## config.mk

```make
export PLATFORM = sky130hd
export DESIGN_NAME = spi_flash_arbiter
export DESIGN_NICKNAME = d
export VERILOG_FILES = /design/src/rtl/spi_flash_arbiter.sv
export SDC_FILE = /design/constraint.sdc
export NUM_CORES = 1
export LEC_CHECK = 0
export ABC_AREA = 1
export CORE_ASPECT_RATIO = 1.1
export CORE_MARGIN = 10
export CORE_UTILIZATION = 35
export DETAILED_ROUTE_END_ITERATION = 16
export GPL_TIMING_DRIVEN = 0
export SKIP_LAST_GASP = 1
export SYNTH_ARGS = -nofsm -noshare
export SYNTH_HDL_FRONTEND = slang
export SYNTH_SLANG_ARGS = --single-unit
```

## constraint.sdc

```tcl
create_clock -name clk -period 1.7 [get_ports clk]
set_clock_uncertainty 0.1 [all_clocks]
set_input_delay 0.255 -clock clk [delete_from_list [all_inputs] [get_ports clk]]
set_output_delay 0.255 -clock clk [all_outputs]
set_load 0.05 [all_outputs]
```

## src/rtl/spi_flash_arbiter.sv

```systemverilog
// Shares the flash SPI port between the 6809 read controller and the FT2232 writer.
// Ownership is a registered FSM with a guard gap on every handover and a CPU frame timeout.
module spi_flash_arbiter #(
  parameter int GAP_CYCLES  = 4,
  parameter int SYNC_STAGES = 2,
  parameter int CPU_TIMEOUT = 4096
) (
  input  logic       clk,
  input  logic       reset,
  input  logic       i_FT_CS,
  input  logic       i_spi_ce,
  input  logic       i_ctrl_spi_clk,
  input  logic       i_ctrl_spi_mosi,
  input  logic       i_ctrl_spi_cs,
  input  logic       i_wr_spi_clk,
  input  logic       i_wr_spi_mosi,
  input  logic       i_wr_spi_cs,
  output logic       o_SPI_CLK,
  output logic       o_SPI_MOSI,
  output logic       o_SPI_CS,
  output logic       o_ctrl_grant,
  output logic       o_wr_grant,
  output logic       o_halt_n,
  output logic       o_ctrl_abort,
  output logic [1:0] o_owner
);
  localparam int TW = (CPU_TIMEOUT > 1) ? $clog2(CPU_TIMEOUT) : 1;
  localparam logic [TW-1:0] TO_LAST  = TW'(CPU_TIMEOUT - 1);
  localparam logic [7:0]    GAP_LOAD = 8'(GAP_CYCLES - 1);

  typedef enum logic [1:0] {
    S_IDLE = 2'd0,
    S_CTRL = 2'd1,
    S_WR   = 2'd2,
    S_GAP  = 2'd3
  } state_t;

  state_t                 state, state_d;
  logic                   tgt_wr, tgt_wr_d;
  logic [TW-1:0]          to_cnt, to_cnt_d;
  logic [7:0]             gap_cnt, gap_cnt_d;
  logic                   abort_d;
  logic [SYNC_STAGES-1:0] ft_sync;
  logic [SYNC_STAGES:0]   ft_chain;
  logic                   ft_req, ft_req_d, ctrl_idle;

  // ft_req_d is what ft_req becomes after this edge; it lets HALT track
  // the synchronised request without an extra cycle of lag.
  assign ft_chain  = {ft_sync, i_FT_CS};
  assign ft_req    = ~ft_chain[SYNC_STAGES];
  assign ft_req_d  = ~ft_chain[SYNC_STAGES-1];
  assign ctrl_idle = i_ctrl_spi_cs;

  always_comb begin
    state_d   = state;
    tgt_wr_d  = tgt_wr;
    to_cnt_d  = '0;
    gap_cnt_d = gap_cnt;
    abort_d   = 1'b0;
    case (state)
      S_IDLE: begin
        if (ft_req)        state_d = S_WR;
        else if (i_spi_ce) state_d = S_CTRL;
      end
      S_CTRL: begin
        if (ft_req && ctrl_idle) begin
          state_d   = S_GAP;
          tgt_wr_d  = 1'b1;
          gap_cnt_d = GAP_LOAD;
        end else if (ft_req) begin
          if (to_cnt == TO_LAST) begin
            state_d   = S_GAP;
            tgt_wr_d  = 1'b1;
            gap_cnt_d = GAP_LOAD;
            abort_d   = 1'b1;
          end else begin
            to_cnt_d = to_cnt + 1'b1;
          end
        end else if (!i_spi_ce && ctrl_idle) begin
          state_d = S_IDLE;
        end
      end
      S_WR: begin
        if (!ft_req) begin
          state_d   = S_GAP;
          tgt_wr_d  = 1'b0;
          gap_cnt_d = GAP_LOAD;
        end
      end
      default: begin
        if (gap_cnt == '0) state_d = (tgt_wr && ft_req) ? S_WR : S_IDLE;
        else               gap_cnt_d = gap_cnt - 1'b1;
      end
    endcase
  end

  always_ff @(posedge clk or negedge reset) begin
    if (!reset) begin
      state        <= S_IDLE;
      tgt_wr       <= 1'b0;
      to_cnt       <= '0;
      gap_cnt      <= '0;
      ft_sync      <= '1;
      o_ctrl_grant <= 1'b0;
      o_wr_grant   <= 1'b0;
      o_halt_n     <= 1'b1;
      o_ctrl_abort <= 1'b0;
      o_owner      <= 2'd0;
    end else begin
      state        <= state_d;
      tgt_wr       <= tgt_wr_d;
      to_cnt       <= to_cnt_d;
      gap_cnt      <= gap_cnt_d;
      ft_sync      <= ft_chain[SYNC_STAGES-1:0];
      o_ctrl_grant <= (state_d == S_CTRL);
      o_wr_grant   <= (state_d == S_WR);
      o_ctrl_abort <= abort_d;
      o_owner      <= state_d;
      // Every gap involves the writer, so the CPU stays halted until the gap ends.
      o_halt_n     <= !((state_d == S_WR) || (state_d == S_GAP) ||
                        ((state_d == S_CTRL) && ft_req_d));
    end
  end

  always_comb begin
    o_SPI_CS   = 1'b1;
    o_SPI_CLK  = 1'b0;
    o_SPI_MOSI = 1'b0;
    case (state)
      S_CTRL: begin
        o_SPI_CS   = i_ctrl_spi_cs;
        o_SPI_CLK  = i_ctrl_spi_clk;
        o_SPI_MOSI = i_ctrl_spi_mosi;
      end
      S_WR: begin
        o_SPI_CS   = i_wr_spi_cs;
        o_SPI_CLK  = i_wr_spi_clk;
        o_SPI_MOSI = i_wr_spi_mosi;
      end
      default: ;
    endcase
  end
endmodule

```

==> results of run 1 <==
[registers in the layout, summed over array words and instances, names as in the netlist]
register      flops
to_cnt           12
gap_cnt           8
ft_sync           2
state             2
o_ctrl_abort      1
o_ctrl_grant      1
o_halt_n          1
o_wr_grant        1
tgt_wr            1
[cells in the mapped netlist, drive strengths merged]
library cell  instances
nand4                 4
dfrtp                26
ha                    7
nand3                15
o21ai                12
clkinv                1
nor2                 34
xor2                  9
buf                   3
nor3                  4
a22oi                 1
xnor2                 2
a31oi                 1
a21oi                 8
nand2                47
nor3b                 1
inv                  27
a211oi                2
dfstp                 3
[layer usage]
metal	vias to the layer above	routed length (um)	global-route usage
li1	765	-	-
met1	708	1630	0.115
met2	32	2100	0.163
met3	7	281	0.0451
met4	0	63	0.0452
met5	-	0	0
[worst paths after layout]
kind / start / end / slack [ps] / cells past startpoint
worst max-delay path: state[1] / o_SPI_CS / -170 / 6
worst max register to register: state[0] / gap_cnt[7] / -150 / 12
worst min-delay path: i_FT_CS / ft_sync[0] / 260 / 1
min in group asynchronous: reset / to_cnt[2] / 430 / 2
max in group asynchronous: reset / state[0] / 590 / 2
worst min register to register: ft_sync[0] / ft_sync[1] / 270 / 0
[logic make-up (layout without fill, tap and decap cells)]
kind of cell    Yosys count  count (layout)
fa+ha+maj                 7               7
xor+xnor                 11              11
buf+inv                  31              85
flops                    29              29
compound gates           24              24
simple gates            105             105
[repair_timing]
action,4_1_cts,5_1_grt
hold buffers,0,1
gates resized for setup,42,26
buffers inserted,17,11
hold endpoints to repair,0,26
cloned,1,0
endpoints found under the setup margin,23,30
pin swaps,5,7
[power groups by stage]
stage,Combinational [uW],Clock [uW],Sequential [uW]
finish,3290,568,958
global route,3570,615,975
CTS,3100,584,945
detailed placement,2350,0,985
global placement,2340,0,984
floorplan,1650,0,1160
[layout make-up]
class,instances,area [um2],area share
Inverter,28,128,0.0505
Sequential cell,29,732,0.290
Tap cell,56,70.1,0.0278
Timing Repair Buffer,47,433,0.171
Clock inverter,3,17.5,0.00694
Multi-Input combinational cell,147,1050,0.416
Clock buffer,5,68.8,0.0273
Buffer,2,25.0,0.00991
[per-stage QoR]
step / setup TNS [ps] / worst slack [ps] / utilization
global route: -1880 / -224 / 0.535
global placement: -9680 / -576 / 0.442
finish: -1180 / -172 / 0.535
floorplan: -21.1 / -9.50 / -
detailed placement: -9920 / -573 / 0.442
CTS: -1030 / -194 / 0.507
==> results.sh, run 1 <==
export IMPL_status="finished, violations left"
export IMPL_failed_checks="negative setup slack"
export IMPL_end_kind="primary output"
export IMPL_rsz0062_at_grt="true"
export IMPL_fmaxAchievable_mhz=534
export IMPL_io_buffer_count=18
export IMPL_cpPeakStageDelay_ps=420
export IMPL_worst_setup_path_type="reg -> out"
export IMPL_cts_htree_levels=2
export IMPL_hold_violations=0
export IMPL_switchingPower_uw=2200
export IMPL_wirelength_mm=4.08
export IMPL_synth_cell_type_count=29
export IMPL_final_cell_count_no_fill=317
export IMPL_hold_path_class="in -> reg"
export IMPL_cts_clk_slew_worst_paths_ps=70
export IMPL_p_sw_frac=0.457
export IMPL_dp_cells=281
export IMPL_final_cell_mix="30 x nand2_1, 28 x nor2_1, 24 x dfrtp_1, 20 x buf_4, 16 x inv_1"
export IMPL_setup_violations=11
export IMPL_slew_headroom=0.549
export IMPL_final_common_cell="nand2_1"
export IMPL_clockPowerShare=0.118
export IMPL_synth_seq_area_share=0.421
export IMPL_cts_tree="yes"
export IMPL_start_util=0.367
export IMPL_drive_gt1_frac=0.406
export IMPL_yosysTopAreaCellShare=0.375
export IMPL_cp_arrival_ps=1520
export IMPL_synthAdderAreaFrac=0.0505
export IMPL_ys_ff_latch=29
export IMPL_muxShareOfSynthArea=0
export IMPL_initialDrtViolationCount=72
export IMPL_yosysTopAreaCell="dfrtp_1"
export IMPL_tightest_slew_ps=676
export IMPL_grt_util_all_layers=0.102
export IMPL_io_pins=19
export IMPL_synth_compound_area_frac=0.0830
export IMPL_synth_xor_area_frac=0.0556
export IMPL_fp_dieH_um=93.8
export IMPL_dpl_instance_area_um2=2080
export IMPL_yosys_top_cells_area="dfrtp_1 38%, nand2_1 8.0%, nor2_1 6.5%"
export IMPL_whs_ps=264
export IMPL_yosys_area_share_simple=0.308
export IMPL_num_antenna_cells=0
export IMPL_seq_power_share=0.199
export IMPL_fin_nets=277
export IMPL_grt_pass1_vias=1500
export IMPL_avgViaCountPerCell=4.77
export IMPL_timing_critical_path_slowest_stage_cell="dfrtp_2"
export IMPL_hpwl_mm=2.69
export IMPL_root_buffer="clkbuf_8"
export IMPL_leakagePower_uw=0.00119
export IMPL_grt_pass1_wl_mm=6.70
export IMPL_placement_rows=26
export IMPL_comb_power_share=0.683
export IMPL_critPathBufInv=3
export IMPL_ys_warnings_count=0
export IMPL_p_int_uw=2610
export IMPL_path_delay_family="flip-flops"
export IMPL_clk_latency_ps=290
export IMPL_firstDrtPassIters=4
export IMPL_crit_chain="inv_4 -> ha_4 -> inv_6 -> a21oi_4 -> o21ai_4 -> buf_6"
export IMPL_place_congestion=0.840
export IMPL_num_fill_cells=417
export IMPL_cts_num_sinks=29
export IMPL_dieArea_um2=8170
export IMPL_drc=0
export IMPL_drv_cap=0
export IMPL_core_area_um2=4720
export IMPL_die_width_um=87.1
export IMPL_synth_top_family_by_area="simple AND/OR/NAND/NOR gates"
export IMPL_drv_slew=0
export IMPL_worst_setup_path_start_kind="flop"
export IMPL_p_per_area_nw_per_um2=1910
export IMPL_grt_overflow_total=0
export IMPL_antenna_found_initial=0
export IMPL_syn_to_final_growth_pct=45.7
export IMPL_crit_fanout=6
export IMPL_power_uw=4820
export IMPL_postRouteAntennaNets=0
export IMPL_required_ps=1340
export IMPL_final_area_um2=2520
export IMPL_finalCritPeriodShare=1.10
export IMPL_setup_ws_ps=-172
export IMPL_clk_path_buf_depth=2
export IMPL_syn_area_um2=1730
export IMPL_cts_buffers=5
export IMPL_peakVddDrop_v=0.00112
export IMPL_fin_crit_ps=1870
export IMPL_syn_avg_cell_area_um2=8.37
export IMPL_syn_nets=224
export IMPL_synth_cells=207
export IMPL_post_drt_wl_per_cell_um=12.9
export IMPL_grt_start_max_net_pins=30
export IMPL_vias=1512
No activity file was read; power rests on OpenSTA's default activity.
==> run 2: changes to the inputs <==
--- a/config.mk
+++ b/config.mk
@@ -6,12 +6,14 @@
 export NUM_CORES = 1
 export LEC_CHECK = 0
 export ABC_AREA = 1
-export CORE_ASPECT_RATIO = 1.1
+export CORE_ASPECT_RATIO = 0.75
 export CORE_MARGIN = 10
 export CORE_UTILIZATION = 35
 export DETAILED_ROUTE_END_ITERATION = 16
 export GPL_TIMING_DRIVEN = 0
+export RECOVER_POWER = 25
 export SKIP_LAST_GASP = 1
+export SLEW_MARGIN = 20
 export SYNTH_ARGS = -nofsm -noshare
 export SYNTH_HDL_FRONTEND = slang
 export SYNTH_SLANG_ARGS = --single-unit
==> run 2 against run 1 <==
  * The flow still finishes with violations (negative setup slack)
  * Routed wire length grew 6.1%
  * First-iteration DRC count grew 69%
  * Utilization is 1.0 points lower
  * Critical path depth is the same
  * Hold slack worse by 1.4 ps
  * Clock power increased by 31%
  * Non-clock buffer count is 1 lower
  * Combinational power rose by 4%
  * Critical endpoint is now o_SPI_MOSI
  * Worst setup slack improved by 29 ps
  * Die area is 0.32% higher
  * Total power grew 6.1%
==> results.sh, run 2 (synthesized netlist as in run 1, its figures left out) <==
export IMPL_cts_tree="yes"
export IMPL_worst_setup_path_start_kind="flop"
export IMPL_core_area_um2=4840
export IMPL_required_ps=1340
export IMPL_fmaxAchievable_mhz=543
export IMPL_peakVddDrop_v=0.00137
export IMPL_regMostFlops="to_cnt"
export IMPL_top_regs="to_cnt: 12 flops, gap_cnt: 8 flops"
export IMPL_io_pins=19
export IMPL_io_buffer_count=18
export IMPL_leakagePower_uw=0.00121
export IMPL_drc=0
export IMPL_worst_setup_path_type="reg -> out"
export IMPL_post_drt_wl_per_cell_um=13.5
export IMPL_firstDrtPassIters=5
export IMPL_p_per_area_nw_per_um2=2010
export IMPL_hpwl_mm=2.77
export IMPL_ff_latch_area_um2=732
export IMPL_post_place_ws_ps=-516
export IMPL_finalCritPeriodShare=1.08
export IMPL_drv_slew=0
export IMPL_initialDrtViolationCount=122
export IMPL_largest_register_ffs=12
export IMPL_grt_pass1_vias=1490
export IMPL_avgViaCountPerCell=4.71
export IMPL_root_buffer="clkbuf_8"
export IMPL_place_congestion=0.779
export IMPL_failed_checks="negative setup slack"
export IMPL_slew_headroom=0.512
export IMPL_cts_htree_levels=2
export IMPL_drive_gt1_frac=0.385
export IMPL_num_fill_cells=438
export IMPL_crit_fanout=4
export IMPL_power_uw=5110
export IMPL_fp_dieH_um=80.9
export IMPL_setup_ws_ps=-143
export IMPL_final_common_cell="nand2_1"
export IMPL_num_antenna_cells=0
export IMPL_drv_cap=0
export IMPL_cts_clk_slew_worst_paths_ps=60
export IMPL_finalSetupTns_ps=-1150
export IMPL_multiInputGateArea_um2=1010
export IMPL_fin_crit_ps=1840
export IMPL_grt_pass1_wl_mm=7.31
export IMPL_final_area_um2=2540
export IMPL_timing_critical_path_slowest_stage_cell="dfrtp_2"
export IMPL_placement_rows=22
export IMPL_dp_cells=285
export IMPL_rsz0062_at_grt="true"
export IMPL_grt_start_max_net_pins=30
export IMPL_dieArea_um2=8200
export IMPL_path_delay_family="flip-flops"
export IMPL_wirelength_mm=4.32
export IMPL_fin_nets=276
export IMPL_dpl_instance_area_um2=2080
export IMPL_syn_to_final_growth_pct=46.8
export IMPL_vias=1506
export IMPL_setup_violations=10
export IMPL_die_width_um=101
export IMPL_end_kind="primary output"
export IMPL_crit_chain="inv_4 -> ha_4 -> inv_8 -> buf_6 -> a21oi_4 -> buf_8"
export IMPL_final_cell_count_no_fill=320
export IMPL_hold_violations=0
export IMPL_final_cell_mix="33 x nand2_1, 27 x nor2_1, 24 x dfrtp_1, 16 x inv_1, 16 x buf_4"
export IMPL_antenna_found_initial=0
export IMPL_hold_path_class="reg -> reg"
export IMPL_critPathBufInv=4
export IMPL_postRouteAntennaNets=0
export IMPL_grt_overflow_total=0
export IMPL_clk_path_buf_depth=2
export IMPL_cts_buffers=5
export IMPL_cts_num_sinks=29
export IMPL_cp_arrival_ps=1490
export IMPL_start_util=0.358
export IMPL_tightest_slew_ps=732
export IMPL_status="finished, violations left"
export IMPL_grt_util_all_layers=0.113
export IMPL_clk_latency_ps=290
export IMPL_cpPeakStageDelay_ps=400
run 2: final cells by class:
type	count	area share
multi-input cells	147	0.399
well taps	60	0.0295
flip-flops and latches	29	0.288
repair buffers	46	0.178
inverters	28	0.0502
clock buffers	7	0.0339
clock inverters	1	0.0118
plain buffers	2	0.00984
run 2: layer usage:
metal	GRT usage	wire length (um)
met5	0	0
met4	0.0528	87
met3	0.0390	341
met2	0.146	1710
met1	0.162	2180
run 2: path summary, 6_finish.rpt:
path	startpoint	cells after the start	endpoint	slack (ps)
max	state[0]	6	o_SPI_MOSI	-140
min	ft_sync[0]	0	ft_sync[1]	260
max reg2reg	state[0]	12	gap_cnt[7]	-120
min reg2reg	ft_sync[0]	0	ft_sync[1]	260
max in group asynchronous	reset	2	state[1]	530
min in group asynchronous	reset	2	to_cnt[10]	460
run 2: report_power, final:
part / total (uW) / switching, uW / internal, uW
sequential: 958 / 110 / 848
clock: 746 / 269 / 477
combinational: 3410 / 1840 / 1560
total: 5110 / 2220 / 2890
run 2: timing repair:
item	CTS	global route
endpoints found under the setup margin	20	27
buffers inserted	19	8
hold buffers	1	0
pin swaps	7	10
gates resized for setup	40	24
cloned	1	0
hold endpoints to repair	26	0
run 2: per-stage QoR:
stage          hold slack [ps]  utilization
2_1_floorplan             -141            -
3_3_place_gp               258        0.431
3_5_place_dp               232        0.430
4_1_cts                    267        0.507
5_1_grt                    275        0.525
6_report                   263        0.525
==> run 3: changes to the inputs <==
--- a/config.mk
+++ b/config.mk
@@ -8,9 +8,10 @@
 export ABC_AREA = 1
 export CORE_ASPECT_RATIO = 0.75
 export CORE_MARGIN = 10
-export CORE_UTILIZATION = 35
+export CORE_UTILIZATION = 50
 export DETAILED_ROUTE_END_ITERATION = 16
 export GPL_TIMING_DRIVEN = 0
+export PLACE_DENSITY = 0.75
 export RECOVER_POWER = 25
 export SKIP_LAST_GASP = 1
 export SLEW_MARGIN = 20
==> run 3 against run 2 <==
  * The run still ends with negative setup slack left
  * Global-route usage increased by 3.5 points
  * Clock-buffer cell count unchanged
  * Cell count decreased by 6.9%
  * Critical path depth unchanged
  * Routed wire length increased by 2.5%
  * Sequential cell count unchanged
  * Via count increased by 3.9%
  * Critical path type unchanged
  * Largest power group unchanged
  * Highest routed layer unchanged
==> results.sh, run 3 (synthesized netlist as in run 1, its figures left out) <==
export IMPL_whs_ps=269
export IMPL_p_int_uw=2640
export IMPL_final_common_cell="nand2_1"
export IMPL_place_congestion=0.859
export IMPL_core_area_um2=3310
export IMPL_cts_buffers=5
export IMPL_die_width_um=88.0
export IMPL_clk_latency_ps=280
export IMPL_whs_endpoint="ft_sync[1]"
export IMPL_rsz0062_at_grt="true"
export IMPL_fp_dieH_um=71.0
export IMPL_start_util=0.523
export IMPL_peakVddDrop_v=0.00136
export IMPL_antenna_found_initial=0
export IMPL_r2r_cells=12
export IMPL_grt_start_max_net_pins=30
export IMPL_setup_ws_ps=-174
export IMPL_dpl_instance_area_um2=2060
export IMPL_root_buffer="clkbuf_8"
export IMPL_top_regs="to_cnt: 12 flops, gap_cnt: 8 flops"
export IMPL_failed_checks="negative setup slack"
export IMPL_worst_setup_path_type="reg -> out"
export IMPL_comb_power_share=0.682
export IMPL_seq_power_share=0.196
export IMPL_crit_fanout=4
export IMPL_fin_nets=274
export IMPL_slew_headroom=0.534
export IMPL_regMostFlops="to_cnt"
export IMPL_rrSetupSlack_ps=-140
export IMPL_io_buffer_count=18
export IMPL_critPathBufInv=4
export IMPL_p_per_area_nw_per_um2=1990
export IMPL_postRouteAntennaNets=0
export IMPL_crit_chain="inv_4 -> ha_4 -> inv_8 -> buf_12 -> a21oi_4 -> buf_6"
export IMPL_final_cell_mix="29 x nand2_1, 28 x nor2_1, 24 x dfrtp_1, 17 x buf_4, 16 x inv_1"
export IMPL_status="finished, violations left"
export IMPL_wirelength_mm=4.43
export IMPL_grt_overflow_total=0
export IMPL_finalCritPeriodShare=1.10
export IMPL_vias=1564
export IMPL_drv_cap=0
export IMPL_fin_crit_ps=1870
export IMPL_required_ps=1340
export IMPL_cp_arrival_ps=1520
export IMPL_cts_tree="yes"
export IMPL_syn_to_final_growth_pct=41.8
export IMPL_initialDrtViolationCount=222
export IMPL_clockPowerShare=0.122
export IMPL_worst_setup_path_start_kind="flop"
export IMPL_reg2reg_to="gap_cnt[7]"
export IMPL_post_drt_wl_per_cell_um=14.9
export IMPL_cts_num_sinks=29
export IMPL_placement_rows=18
export IMPL_firstDrtPassIters=4
export IMPL_p_sw_frac=0.459
export IMPL_avgViaCountPerCell=5.25
export IMPL_switchingPower_uw=2240
export IMPL_largest_register_ffs=12
export IMPL_final_util=0.742
export IMPL_final_area_um2=2460
export IMPL_cpPeakStageDelay_ps=430
export IMPL_cts_htree_levels=2
export IMPL_hold_violations=0
export IMPL_dieArea_um2=6250
export IMPL_clk_path_buf_depth=2
export IMPL_drc=0
export IMPL_num_antenna_cells=0
export IMPL_hpwl_mm=2.60
export IMPL_drv_slew=0
export IMPL_tightest_slew_ps=698
export IMPL_io_pins=19
export IMPL_leakagePower_uw=0.00118
export IMPL_grt_util_all_layers=0.148
export IMPL_timing_critical_path_slowest_stage_cell="dfrtp_2"
export IMPL_hold_path_depth=0
export IMPL_fmaxAchievable_mhz=534
export IMPL_end_kind="primary output"
export IMPL_finalSetupTns_ps=-1280
export IMPL_grt_pass1_vias=1586
export IMPL_drive_gt1_frac=0.380
export IMPL_setup_violations=11
export IMPL_r2r_start="state[0]"
export IMPL_hold_path_class="reg -> reg"
export IMPL_path_delay_family="flip-flops"
export IMPL_min_from="ft_sync[0]"
export IMPL_cts_clk_slew_worst_paths_ps=70
export IMPL_grt_pass1_wl_mm=7.52
## run 3: cell count changes in the layout (fill, tap and decap cells not counted), moves of 2 or more
cell	change
a21oi_2	-2
buf_6	-2
nand2_1	-4
nand2_2	+4
o21ai_0	+2
o21ai_1	-2
## run 3: cell type report
cell class	count	area, um2
plain buffers	3	30.0
clock buffers	7	86.3
clock inverters	1	7.51
fillers	225	853
inverters	28	125
multi-input cells	147	1020
flip-flops and latches	29	732
well taps	40	50.0
repair buffers	43	408
## run 3: layer usage
layer  part of all wire  global-route usage  vias to the layer above  routed length, um
li1                   -                   -                      764                  -
met1               0.47               0.201                      732               2070
met2               0.43               0.219                       52               1900
met3              0.073              0.0515                       16                323
met4              0.030              0.0318                        0                135
met5                  0                   0                        -                  0
## run 3: how the worst max path moves through the flow
stage | start | endpoint | slack (ps) | cells after the start
after detailed placement | state[1] | o_SPI_CS | -510 | 6
after global routing | state[0] | gap_cnt[7] | -250 | 12
after CTS | state[1] | o_SPI_CS | -190 | 6
after floorplan | state[0] | o_SPI_CLK | -10 | 4
final | state[1] | o_SPI_CLK | -170 | 6
after global placement | state[1] | o_SPI_CS | -500 | 6
## run 3: power by group through the flow
stage	clock (uW)	combinational, uW	sequential [uW]
after floorplan	0	1650	1160
after global placement	0	2300	988
after detailed placement	0	2340	983
after CTS	599	3230	952
after global routing	645	3590	978
final	594	3340	959
## run 3: through the flow
| stage | worst slack [ps] | std cells | total power (uW) |
|---|---|---|---|
| floorplan | -9.50 | 207 | 2810 |
| global placement | -504 | 265 | 3290 |
| detailed placement | -507 | 265 | 3320 |
| CTS | -188 | 294 | 4780 |
| global route | -248 | 298 | 5210 |
| finish | -174 | 298 | 4890 |
## run 3: repair_timing
action                                 4_1_cts  5_1_grt
hold buffers                                 1        0
pin swaps                                    8        7
cloned                                       1        0
setup buffers                               19        6
resized for setup                           40       18
endpoints found under the hold margin       26        0
setup endpoints to repair                   20       28
